`src/rtl/bitop_sequencer_if.sv`:
```
// bitop_sequencer_if: request/response bus between decode, bit-op sequencer and register file
interface bitop_sequencer_if #(
  parameter int WIDTH = 8,
  parameter int AMT_W = 4
);
  logic             start_valid;
  logic             start_ready;
  logic [2:0]       op;
  logic [WIDTH-1:0] operand;
  logic [AMT_W-1:0] amount;
  logic             abort;
  logic             done_valid;
  logic             done_ready;
  logic [WIDTH-1:0] result;
  logic             err;
  logic             zero_flag;
  logic             carry_flag;
  logic             overflow_flag;
  modport master (
    output start_valid, op, operand, amount, abort, done_ready,
    input  start_ready, done_valid, result, err, zero_flag, carry_flag, overflow_flag
  );
  modport slave (
    input  start_valid, op, operand, amount, abort, done_ready,
    output start_ready, done_valid, result, err, zero_flag, carry_flag, overflow_flag
  );
endinterface

```
`src/rtl/bitop_sequencer.sv`:
```
// bitop_sequencer: multi-cycle set/clear/shift/rotate controller owning the Z/C/V flag register
module bitop_sequencer #(
  parameter int WIDTH = 8,
  parameter int AMT_W = 4
) (
  input logic            clk,
  input logic            reset,
  bitop_sequencer_if.slave bus
);
  localparam logic [1:0] IDLE = 2'd0, RUN = 2'd1, DONE = 2'd2;
  localparam logic [2:0] OP_SET = 3'd0, OP_CLR = 3'd1, OP_SHL = 3'd2, OP_SHR = 3'd3, OP_ROL = 3'd4, OP_ROR = 3'd5;
  logic [1:0]       state_q, state_d;
  logic [2:0]       op_q, op_d;
  logic [WIDTH-1:0] res_q, res_d;
  logic [AMT_W-1:0] cnt_q, cnt_d;
  logic             v_q, v_d;
  logic             err_q, err_d;
  logic             zf_q, zf_d, cf_q, cf_d, vf_q, vf_d;
  logic             left, out_bit, ovf_step;
  logic [WIDTH-1:0] shifted, mask, imm_res;
  logic             bit_op, illegal, pos_ok, runs, imm_err;
  always_comb begin
    left     = op_q == OP_SHL || op_q == OP_ROL;
    out_bit  = left ? res_q[WIDTH-1] : res_q[0];
    shifted  = left ? {res_q[WIDTH-2:0], (op_q == OP_ROL) & out_bit}
                    : {(op_q == OP_ROR) & out_bit, res_q[WIDTH-1:1]};
    ovf_step = op_q == OP_SHL && shifted[WIDTH-1] != res_q[WIDTH-1];
  end
  always_comb begin
    bit_op  = bus.op == OP_SET || bus.op == OP_CLR;
    illegal = bus.op > OP_ROR;
    pos_ok  = 32'(bus.amount) < WIDTH;
    mask    = WIDTH'(1) << bus.amount;
    runs    = !bit_op && !illegal && bus.amount != '0;
    imm_res = (bit_op && pos_ok) ? (bus.op == OP_SET ? bus.operand | mask : bus.operand & ~mask) : bus.operand;
    imm_err = illegal || (bit_op && !pos_ok);
  end
  always_comb begin
    state_d = state_q;
    op_d    = op_q;
    res_d   = res_q;
    cnt_d   = cnt_q;
    v_d     = v_q;
    err_d   = err_q;
    zf_d    = zf_q;
    cf_d    = cf_q;
    vf_d    = vf_q;
    if (state_q == IDLE) begin
      if (bus.start_valid) begin
        op_d    = bus.op;
        res_d   = imm_res;
        err_d   = imm_err;
        cnt_d   = bus.amount;
        v_d     = 1'b0;
        state_d = runs ? RUN : DONE;
        // Single-cycle ops commit flags now; illegal ops leave them untouched
        if (!runs && !illegal) begin
          zf_d = imm_res == '0;
          cf_d = 1'b0;
          vf_d = 1'b0;
        end
      end
    end else if (state_q == RUN) begin
      if (bus.abort) begin
        state_d = IDLE;
      end else begin
        res_d = shifted;
        v_d   = v_q | ovf_step;
        cnt_d = cnt_q - AMT_W'(1);
        if (cnt_q == AMT_W'(1)) begin
          state_d = DONE;
          zf_d    = shifted == '0;
          cf_d    = out_bit;
          vf_d    = v_q | ovf_step;
        end
      end
    end else if (state_q == DONE) begin
      state_d = (bus.abort || bus.done_ready) ? IDLE : DONE;
    end else begin
      state_d = IDLE;
    end
  end
  always_ff @(posedge clk) begin
    if (reset) begin
      state_q <= IDLE;
      op_q    <= '0;
      res_q   <= '0;
      cnt_q   <= '0;
      v_q     <= 1'b0;
      err_q   <= 1'b0;
      zf_q    <= 1'b0;
      cf_q    <= 1'b0;
      vf_q    <= 1'b0;
    end else begin
      state_q <= state_d;
      op_q    <= op_d;
      res_q   <= res_d;
      cnt_q   <= cnt_d;
      v_q     <= v_d;
      err_q   <= err_d;
      zf_q    <= zf_d;
      cf_q    <= cf_d;
      vf_q    <= vf_d;
    end
  end
  assign bus.start_ready   = state_q == IDLE;
  assign bus.done_valid    = state_q == DONE;
  assign bus.result        = res_q;
  assign bus.err           = err_q;
  assign bus.zero_flag     = zf_q;
  assign bus.carry_flag    = cf_q;
  assign bus.overflow_flag = vf_q;
endmodule
```
`src/flat_wrapper.sv`:
```
// flat-port wrapper written by rule: the top's interface ports become plain ports
module bitop_sequencer_flat 
#(
  parameter int WIDTH = 8,
  parameter int AMT_W = 4
)
  (clk, reset, bus_start_valid, bus_op, bus_operand, bus_amount, bus_abort, bus_done_ready, bus_start_ready, bus_done_valid, bus_result, bus_err, bus_zero_flag, bus_carry_flag, bus_overflow_flag);
  bitop_sequencer_if #(.WIDTH(WIDTH), .AMT_W(AMT_W)) bus_i ();
  input logic clk;
  input logic reset;
  input wire logic [$bits(bus_i.start_valid)-1:0] bus_start_valid;
  input wire logic [$bits(bus_i.op)-1:0] bus_op;
  input wire logic [$bits(bus_i.operand)-1:0] bus_operand;
  input wire logic [$bits(bus_i.amount)-1:0] bus_amount;
  input wire logic [$bits(bus_i.abort)-1:0] bus_abort;
  input wire logic [$bits(bus_i.done_ready)-1:0] bus_done_ready;
  output wire logic [$bits(bus_i.start_ready)-1:0] bus_start_ready;
  output wire logic [$bits(bus_i.done_valid)-1:0] bus_done_valid;
  output wire logic [$bits(bus_i.result)-1:0] bus_result;
  output wire logic [$bits(bus_i.err)-1:0] bus_err;
  output wire logic [$bits(bus_i.zero_flag)-1:0] bus_zero_flag;
  output wire logic [$bits(bus_i.carry_flag)-1:0] bus_carry_flag;
  output wire logic [$bits(bus_i.overflow_flag)-1:0] bus_overflow_flag;
  assign bus_i.start_valid = bus_start_valid;
  assign bus_i.op = bus_op;
  assign bus_i.operand = bus_operand;
  assign bus_i.amount = bus_amount;
  assign bus_i.abort = bus_abort;
  assign bus_i.done_ready = bus_done_ready;
  assign bus_start_ready = bus_i.start_ready;
  assign bus_done_valid = bus_i.done_valid;
  assign bus_result = bus_i.result;
  assign bus_err = bus_i.err;
  assign bus_zero_flag = bus_i.zero_flag;
  assign bus_carry_flag = bus_i.carry_flag;
  assign bus_overflow_flag = bus_i.overflow_flag;
  bitop_sequencer #(.WIDTH(WIDTH), .AMT_W(AMT_W)) u_core (.clk(clk), .reset(reset), .bus(bus_i));
endmodule
```
`config.mk`:
```
export PLATFORM = sky130hd
export DESIGN_NAME = bitop_sequencer_flat
export DESIGN_NICKNAME = d
export VERILOG_FILES = /design/src/rtl/bitop_sequencer_if.sv /design/src/rtl/bitop_sequencer.sv /design/src/flat_wrapper.sv
export SDC_FILE = /design/constraint.sdc
export NUM_CORES = 1
export LEC_CHECK = 0
export CAP_MARGIN = 20
export CORE_ASPECT_RATIO = 2
export CORE_MARGIN = 5
export CORE_UTILIZATION = 45
export DETAILED_ROUTE_END_ITERATION = 10
export DONT_BUFFER_PORTS = 1
export HOLD_SLACK_MARGIN = 0.06
export SETUP_SLACK_MARGIN = 0.5
export SYNTH_ARGS = -nofsm -noshare
export SYNTH_HDL_FRONTEND = slang
export SYNTH_SLANG_ARGS = --single-unit
```
`constraint.sdc`:
```
create_clock -name clk -period 2.5 [get_ports clk]
set_input_delay 0.375 -clock clk [delete_from_list [all_inputs] [get_ports clk]]
set_output_delay 0.375 -clock clk [all_outputs]
set_load 0.02 [all_outputs]
```
Word-level counts from Yosys, hierarchy flattened. Cells that the tools add are included. Widths: inputs -> output; s select.

Register bits: 22. Bits of input ports: 20. Output and inout bits: 14. Logic and storage cells: 96.

Add/subtract/negate cells: 1. Order comparisons: 2. Eq/ne operators: 12. Shift-type cells: 1. Mux-type cells: 40. Bitwise operators: 6. Reduce and logical (&&, ||, !) cells: 25.

Operators with widths (count): $mux 8 (7); $mux 1 (21); $logic_not 8->1 (2); $mux 2 (8); $mux 4 (4); $and 8x8->8 (1); $not 8->8 (1); $or 8x8->8 (1); $shl 1x4->8 const A (1); $eq 3x3->1 const B (2); $logic_and 1x1->1 (6); $reduce_and 5->1 (1); $eq 4x1->1 const B (1); $logic_not 1->1 (4); $logic_or 1x1->1 (4); $lt 4x4->1 const B (1); $ne 2x1->1 const B (2); $ne 4x4->1 const B (1); $reduce_and 2->1 (2); $reduce_bool 2->1 (2); $reduce_bool 4->1 (1); $sub 4x1->4 const B (1); $eq 3x1->1 const B (1); $eq 3x2->1 const B (1); other kinds (10) (11).

Depth between registers and ports, before layout. Gate-level depths: netlist of run 1.

Word-level depth: 12. Gate-level depth with buffers: 8. Gate-level depth less buffers: 6.

Worst setup path before layout of run 1. Ideal clock, no wire load.

Kind: input -> register. Start point: input port bus_amount[2]. End point: register u_core.zf_q, in the netlist u_core.bus.zero_flag. Setup time: 0.086 ns. Arrival: 1.794 ns. Data required time: 2.414 ns. Path slack: 0.620 ns. Stages: 5. Buffers on the path: 0. Path through: or4_4 nand2b_4 a2111oi_2 o2111ai_1 a221oi_2.

Longest elaborated chain between the ends: 9. Elaborated cells between the ends (all ways): 18. Those cells by class: order compare (1); eq/ne (1); shift (1); mux (5); bitwise (3); reduce/logical (7).

RTL lines: start, declared (line flat_wrapper.sv:14) `input wire logic [$bits(bus_i.amount)-1:0] bus_amount;`; parallel branches: the longest is 9 deep, another holds $lt 4x4->1; end signal, assigned (line bitop_sequencer.sv:101) `zf_q <= zf_d;`; end, declared (line bitop_sequencer.sv:18) `logic zf_q, zf_d, cf_q, cf_d, vf_q, vf_d;`.

Parallel ways; which one is timed is not known. The select of a mux whose other input is x is not followed. A chain may end at the register's enable or synchronous reset.

Worst setup path after layout of run 1.
Start point: register u_core.op_q[1]. End point: register u_core.res_q[4], in the netlist u_core.bus.result[4].

Longest elaborated chain between the ends: 6. Elaborated cells between the ends (all ways): 7. Those cells by class: eq/ne (2); mux (4); reduce/logical (1).

RTL lines: start, declared (line bitop_sequencer.sv:13) `logic [2:0] op_q, op_d;`; start signal, assigned (line bitop_sequencer.sv:96) `op_q <= op_d;`; $eq 3x2->1 / $eq 3x3->1 (equally long branches) (line bitop_sequencer.sv:23) `left = op_q == OP_SHL || op_q == OP_ROL;`; $logic_or 1x1->1 * (line bitop_sequencer.sv:23); $mux 8 * (line bitop_sequencer.sv:25) `shifted = left ? {res_q[WIDTH-2:0], (op_q == OP_ROL) & out_bit}`; $mux 8 * (line bitop_sequencer.sv:64) `if (bus.abort) begin`; $mux 8 * (line bitop_sequencer.sv:63) `end else if (state_q == RUN) begin`; $mux 8 * (line bitop_sequencer.sv:48) `if (state_q == IDLE) begin`; end signal, assigned (line bitop_sequencer.sv:97) `res_q <= res_d;`; end, declared (line bitop_sequencer.sv:14) `logic [WIDTH-1:0] res_q, res_d;`.

Every way passes the cells marked *; elsewhere a longest branch is shown, timed or not. The select of a mux whose other input is x is not followed.

==> flow_metrics.tcl, run 1 <==
set metrics [dict create \
    grt_first_pass_wirelength_mm 7.38 \
    avgSynthCellArea_um2 7.73 \
    synthSimpleGateAreaFrac_pct 27.2 \
    synthFlopType "dfxtp_1" \
    cts_buffers 3 \
    io_pins 34 \
    die_h_um 94.5 \
    routabilityCongestion 0.839 \
    cts.reportedPaths.clkPinSlew_ns 0.08 \
    status "completed" \
    n_antenna_cell 0 \
    fmax_mhz 552 \
    cts_resized 0 \
    most-common-layout-cells "nor2_1, nand2_1, dfxtp_1" \
    detail_route.wirelength_mm 4.59 \
    fin_crit_ns 1.81 \
    viasPerCell 6.22 \
    syn-num-nets 230 \
    clockRootBuffer "clkbuf_8" \
    final_common_cell "nor2_1" \
    grt_max_degree 25 \
    post_cts_buffers 0 \
    dieArea_um2 4940 \
    wl_per_cell_um 18.4 \
    synth_edf_count 0 \
    antenna_left 0 \
    fin_cells 250 \
    clock_latency_ns 0.26 \
    max-slew-margin-rel_pct 55.4 \
    drive_gt1_share_pct 8.91 \
    grt_usage_pct 19.7 \
    synth_cells 208 \
    leakagePower_nw 0.617 \
    multi_input_area_um2 1060 \
    grt.overflow.total 0 \
    synth_xor_xnor_area_share_pct 2.18 \
    path_max_fanout 8 \
    cts_hold_buffers 0 \
    yosysWarnings 0 \
    crit_type "reg -> reg" \
    hpwlAfterDp_mm 3.65 \
    async_flop_share_pct 0 \
    synth_compound_area_share_pct 28.8 \
    cts_buffer_depth 2 \
    ys_ff_latch 22 \
    drc 0 \
    power_mw 1.00 \
    min_period_over_period_pct 72.5 \
    end_kind "flip-flop" \
    dieWidth_um 52.3 \
    setup_viol 0 \
    rsz0062_at_grt "false" \
    htreeDepth 1 \
    slew_violations 0 \
    grt_pass1_vias 1576 \
    final_hold_viol_count 0 \
    antenna_found_initial 0 \
    yosys-mux-area-fraction_pct 5.84 \
    cp.arrival_ns 1.98 \
    maxCapViolations 0 \
    vias 1555 \
    postLayoutCoreUtil_pct 49.3 \
    cts_sinks 22 \
    hold_path.class "in -> reg" \
    reg2reg_slack_ns 0.69 \
    syn_to_final_growth_pct 4.67 \
    first_iter_violations 47 \
    design.core.area_um2 3420 \
    port-buffer-count 0 \
    dp_cells 246 \
    initial_core_util_pct 47.1 \
    irDropWorstVdd_uv 439 \
    fillers 356 \
    synth_top_family_by_area "compound AO/OA/AOI/OAI gates" \
    worstPathRequired_ns 2.67 \
    tightest_slew_ns 0.669 \
    synth-seq-area-share_pct 27.4 \
    regArea_um2 440 \
    startpoint_type "flip-flop" \
    final_nets 225 \
    row_count 30 \
    synthAdderAreaFrac_pct 2.18 \
    finalSetupTns_ns 0 \
    syn_area_um2 1610 \
    yosysUniqueCellTypes 57 \
    cts_tree "built" \
    p_per_area_nw_per_um2 596 \
    drt-pass1-iter-count 5 \
    fin_skew_ns 0.00679 \
]
## critical path, cell delays in order, from the launching register on
cell,delay [ns]
dfxtp_1,0.51
xor2_1,0.25
nand2_1,0.28
mux2i_1,0.19
mux2_2,0.28
o31ai_1,0.20
## cell type report
class	instances	area share [%]
multi-input combinational	163	63.2
timing repair buffer	4	1.78
inverter	9	2.01
tap	48	3.57
sequential	22	26.2
clock buffer	4	3.27
## routing by layer
metal	vias to the layer above	global-route usage, %	wire [um]
met4	0	9.17	169
met5	-	0	0
li1	753	-	-
met1	729	19.6	1620
met2	59	37.2	2510
met3	14	3.95	286
## cell usage after synthesis, types with 4 or more instances
| master | count | area (um^2) |
|---|---|---|
| nor2_1 | 23 | 86.3 |
| dfxtp_1 | 22 | 440 |
| nand2_1 | 22 | 82.6 |
| a21oi_1 | 20 | 100 |
| clkbuf_1 | 10 | 37.5 |
| inv_1 | 9 | 33.8 |
| mux2i_1 | 6 | 60.1 |
| o21ai_0 | 6 | 30.0 |
| nand3b_1 | 5 | 37.5 |
| nor3_1 | 5 | 25.0 |
| a211o_1 | 4 | 35.0 |
| a211oi_1 | 4 | 30.0 |
| a311oi_1 | 4 | 35.0 |
## path summary, 6_finish.rpt
check | start | cells past startpoint | end
worst min-delay path | reset | 1 | u_core.bus.zero_flag$_SDFFE_PP0P_
worst max register to register | u_core.op_q[1]$_SDFFE_PP0P_ | 5 | u_core.bus.result[4]$_SDFFE_PP0P_
worst max-delay path | u_core.op_q[1]$_SDFFE_PP0P_ | 5 | u_core.bus.result[4]$_SDFFE_PP0P_
worst min register to register | u_core.v_q$_SDFFE_PP0P_ | 2 | u_core.v_q$_SDFFE_PP0P_
## flip-flops by register name (all words and copies together) (netlist names)
signal and cells:
u_core.bus.result 8, u_core.cnt_q 4, u_core.op_q 3, u_core.state_q 2
u_core.bus.carry_flag 1, u_core.bus.err 1, u_core.bus.overflow_flag 1, u_core.bus.zero_flag 1
u_core.v_q 1
## power by group
part	switching, mW	leakage (nW)	internal, mW
Sequential	0.0724	0.181	0.385
Clock	0.116	0.0288	0.140
Combinational	0.165	0.408	0.124
## cell families (layout without fill, tap and decap cells)
family / after synthesis / count (layout)
xor+xnor: 4 / 4
fa+ha+maj: 3 / 3
simple gates: 82 / 82
mux: 9 / 9
compound gates: 65 / 65
buf+inv: 23 / 17
flops: 22 / 22
## stage by stage
step           area, um^2  hold WS [ns]  worst slack, ns
2_1_floorplan        1610         0.458            0.620
5_1_grt              1680         0.158            0.578
3_3_place_gp         1630         0.445            0.511
3_5_place_dp         1630         0.451            0.526
4_1_cts              1680         0.164            0.689
6_report             1680         0.166            0.688
Note: power is estimated with default switching activity, not from simulation.
==> run 2, diff against run 1 <==
==> constraint.sdc (replaced) <==
create_clock -name clk -period 1.8 [get_ports clk]
set_input_delay 0.27 -clock clk [delete_from_list [all_inputs] [get_ports clk]]
set_output_delay 0.27 -clock clk [all_outputs]
set_load 0.02 [all_outputs]
==> run 2 against run 1 <==
Compared with the run above:
- sequential share of layout area shrank 7.1 points
- core utilization up 20 points
- final area up 41%
- sequential power rose by 30%
- critical path depth did not move
- global-route usage is 2.7 points higher
==> flow_metrics.tcl, run 2 (synthesis results as in run 1) <==
set metrics [dict create \
    hold_path.class "in -> reg" \
    design.core.area_um2 3420 \
    most-common-layout-cells "buf_4, nor2_1, nand2_1" \
    status "completed" \
    port-buffer-count 0 \
    rsz0062_at_grt "true" \
    regArea_um2 452 \
    dieArea_um2 4940 \
    final_common_cell "buf_4" \
    syn_to_final_growth_pct 47.6 \
    first_iter_violations 53 \
    fmax_mhz 616 \
    final_nets 260 \
    slew_violations 0 \
    grt_pass1_vias 1749 \
    viasPerCell 6.24 \
    leakagePower_nw 0.899 \
    path_max_fanout 4 \
    fin_crit_ns 1.62 \
    fin_skew_ns 0.00476 \
    grt_max_degree 20 \
    timing.hold.ws_ns 0.0599 \
    htreeDepth 1 \
    setup_ws_ns 0.177 \
    grt_usage_pct 22.4 \
    grt.overflow.total 0 \
    cts_buffer_depth 2 \
    fin_cells 285 \
    die_h_um 94.5 \
    drc 0 \
    worstPathRequired_ns 1.99 \
    hpwlAfterDp_mm 3.72 \
    io_pins 34 \
    antenna_found_initial 0 \
    wl_per_cell_um 20.5 \
    cts_sinks 22 \
    startpoint_type "flip-flop" \
    fillers 269 \
    cts.reportedPaths.clkPinSlew_ns 0.09 \
    grt_first_pass_wirelength_mm 8.51 \
    clock_latency_ns 0.27 \
    initial_core_util_pct 47.1 \
    min_period_over_period_pct 90.2 \
    drive_gt1_share_pct 40.9 \
    cts_tree "built" \
    postLayoutCoreUtil_pct 69.5 \
    largest_reg_flops 8 \
    multi_input_area_um2 1390 \
    setup_viol 0 \
    cp.arrival_ns 1.81 \
    maxCapViolations 0 \
    final_hold_viol_count 0 \
    p_per_area_nw_per_um2 784 \
    irDropWorstVdd_uv 463 \
    antenna_left 0 \
    dieWidth_um 52.3 \
    crit_type "reg -> reg" \
    row_count 30 \
    detail_route.wirelength_mm 5.84 \
    routabilityCongestion 0.830 \
    vias 1779 \
    drt-pass1-iter-count 4 \
    n_antenna_cell 0 \
    max-slew-margin-rel_pct 71.3 \
    end_kind "flip-flop" \
    tightest_slew_ns 0.427 \
    dp_cells 259 \
    cts_buffers 3 \
    preCtsSetupSlack_ns -0.00354 \
    clockRootBuffer "clkbuf_8" \
]
==> run 2: cell count changes in the layout (fill, tap and decap cells not counted), moves of 4 or more <==
cell	change
a21oi_2	+5
buf_4	+18
o21ai_0	-4
dfxtp_1	-5
buf_6	+9
dlygate4sd3_1	+4
a21oi_1	-6
==> run 2: stage by stage <==
| step | power [mW] | setup TNS, ns | area [um^2] |
|---|---|---|---|
| after CTS | 1.70 | 0 | 2120 |
| after global placement | 1.11 | 0 | 1830 |
| after global routing | 1.93 | 0 | 2370 |
| after detailed placement | 1.12 | -0.00354 | 1830 |
| after floorplan | 1.02 | 0 | 1770 |
| final | 1.86 | 0 | 2370 |
==> run 2: critical path, stage by stage (launching register included) <==
cell and delay, ns:
dfxtp_4 0.37, xnor2_1 0.17, or4_1 0.43, a21oi_1 0.18
a41oi_2 0.14, a221oi_2 0.24
==> run 2: power breakdown <==
| part | internal [mW] | leakage (nW) | total, mW | switching, mW |
|---|---|---|---|---|
| clock | 0.298 | 0.0357 | 0.478 | 0.181 |
| combinational | 0.383 | 0.680 | 0.787 | 0.404 |
| sequential | 0.536 | 0.183 | 0.595 | 0.0597 |
==> run 2: path summary, 6_finish.rpt <==
check / start / to / slack [ns] / cells past startpoint
worst max-delay path: u_core.op_q[1]$_SDFFE_PP0P_ / u_core.bus.zero_flag$_SDFFE_PP0P_ / 0.18 / 5
worst min-delay path: reset / u_core.bus.result[2]$_SDFFE_PP0P_ / 0.06 / 1
worst max register to register: u_core.op_q[1]$_SDFFE_PP0P_ / u_core.bus.zero_flag$_SDFFE_PP0P_ / 0.18 / 5
worst min register to register: u_core.cnt_q[3]$_SDFFE_PP0P_ / u_core.cnt_q[3]$_SDFFE_PP0P_ / 0.52 / 2
==> run 2: layout make-up <==
type                            instances  area share [%]
Clock buffer                            3            1.74
Clock inverter                          1            1.27
Inverter                                9            1.74
Multi-Input combinational cell        164            58.5
Sequential cell                        22            19.0
Tap cell                               48            2.53
Timing Repair Buffer                   38            15.2
==> run 2: repair_timing <==
action                                 in CTS  in global routing
endpoints found under the hold margin       5                  5
setup endpoints to repair                  18                 19
pin swaps                                  15                 16
resized for setup                          33                 35
cloned                                      0                  1
setup buffers                              11                  6
hold buffers                                2                  2
==> run 2: routing by layer <==
| metal | wire length (um) | GRT usage [%] |
|---|---|---|
| met5 | 0 | 0 |
| met4 | 243 | 8.96 |
| met3 | 296 | 3.79 |
| met2 | 3220 | 40.0 |
| met1 | 2090 | 25.6 |
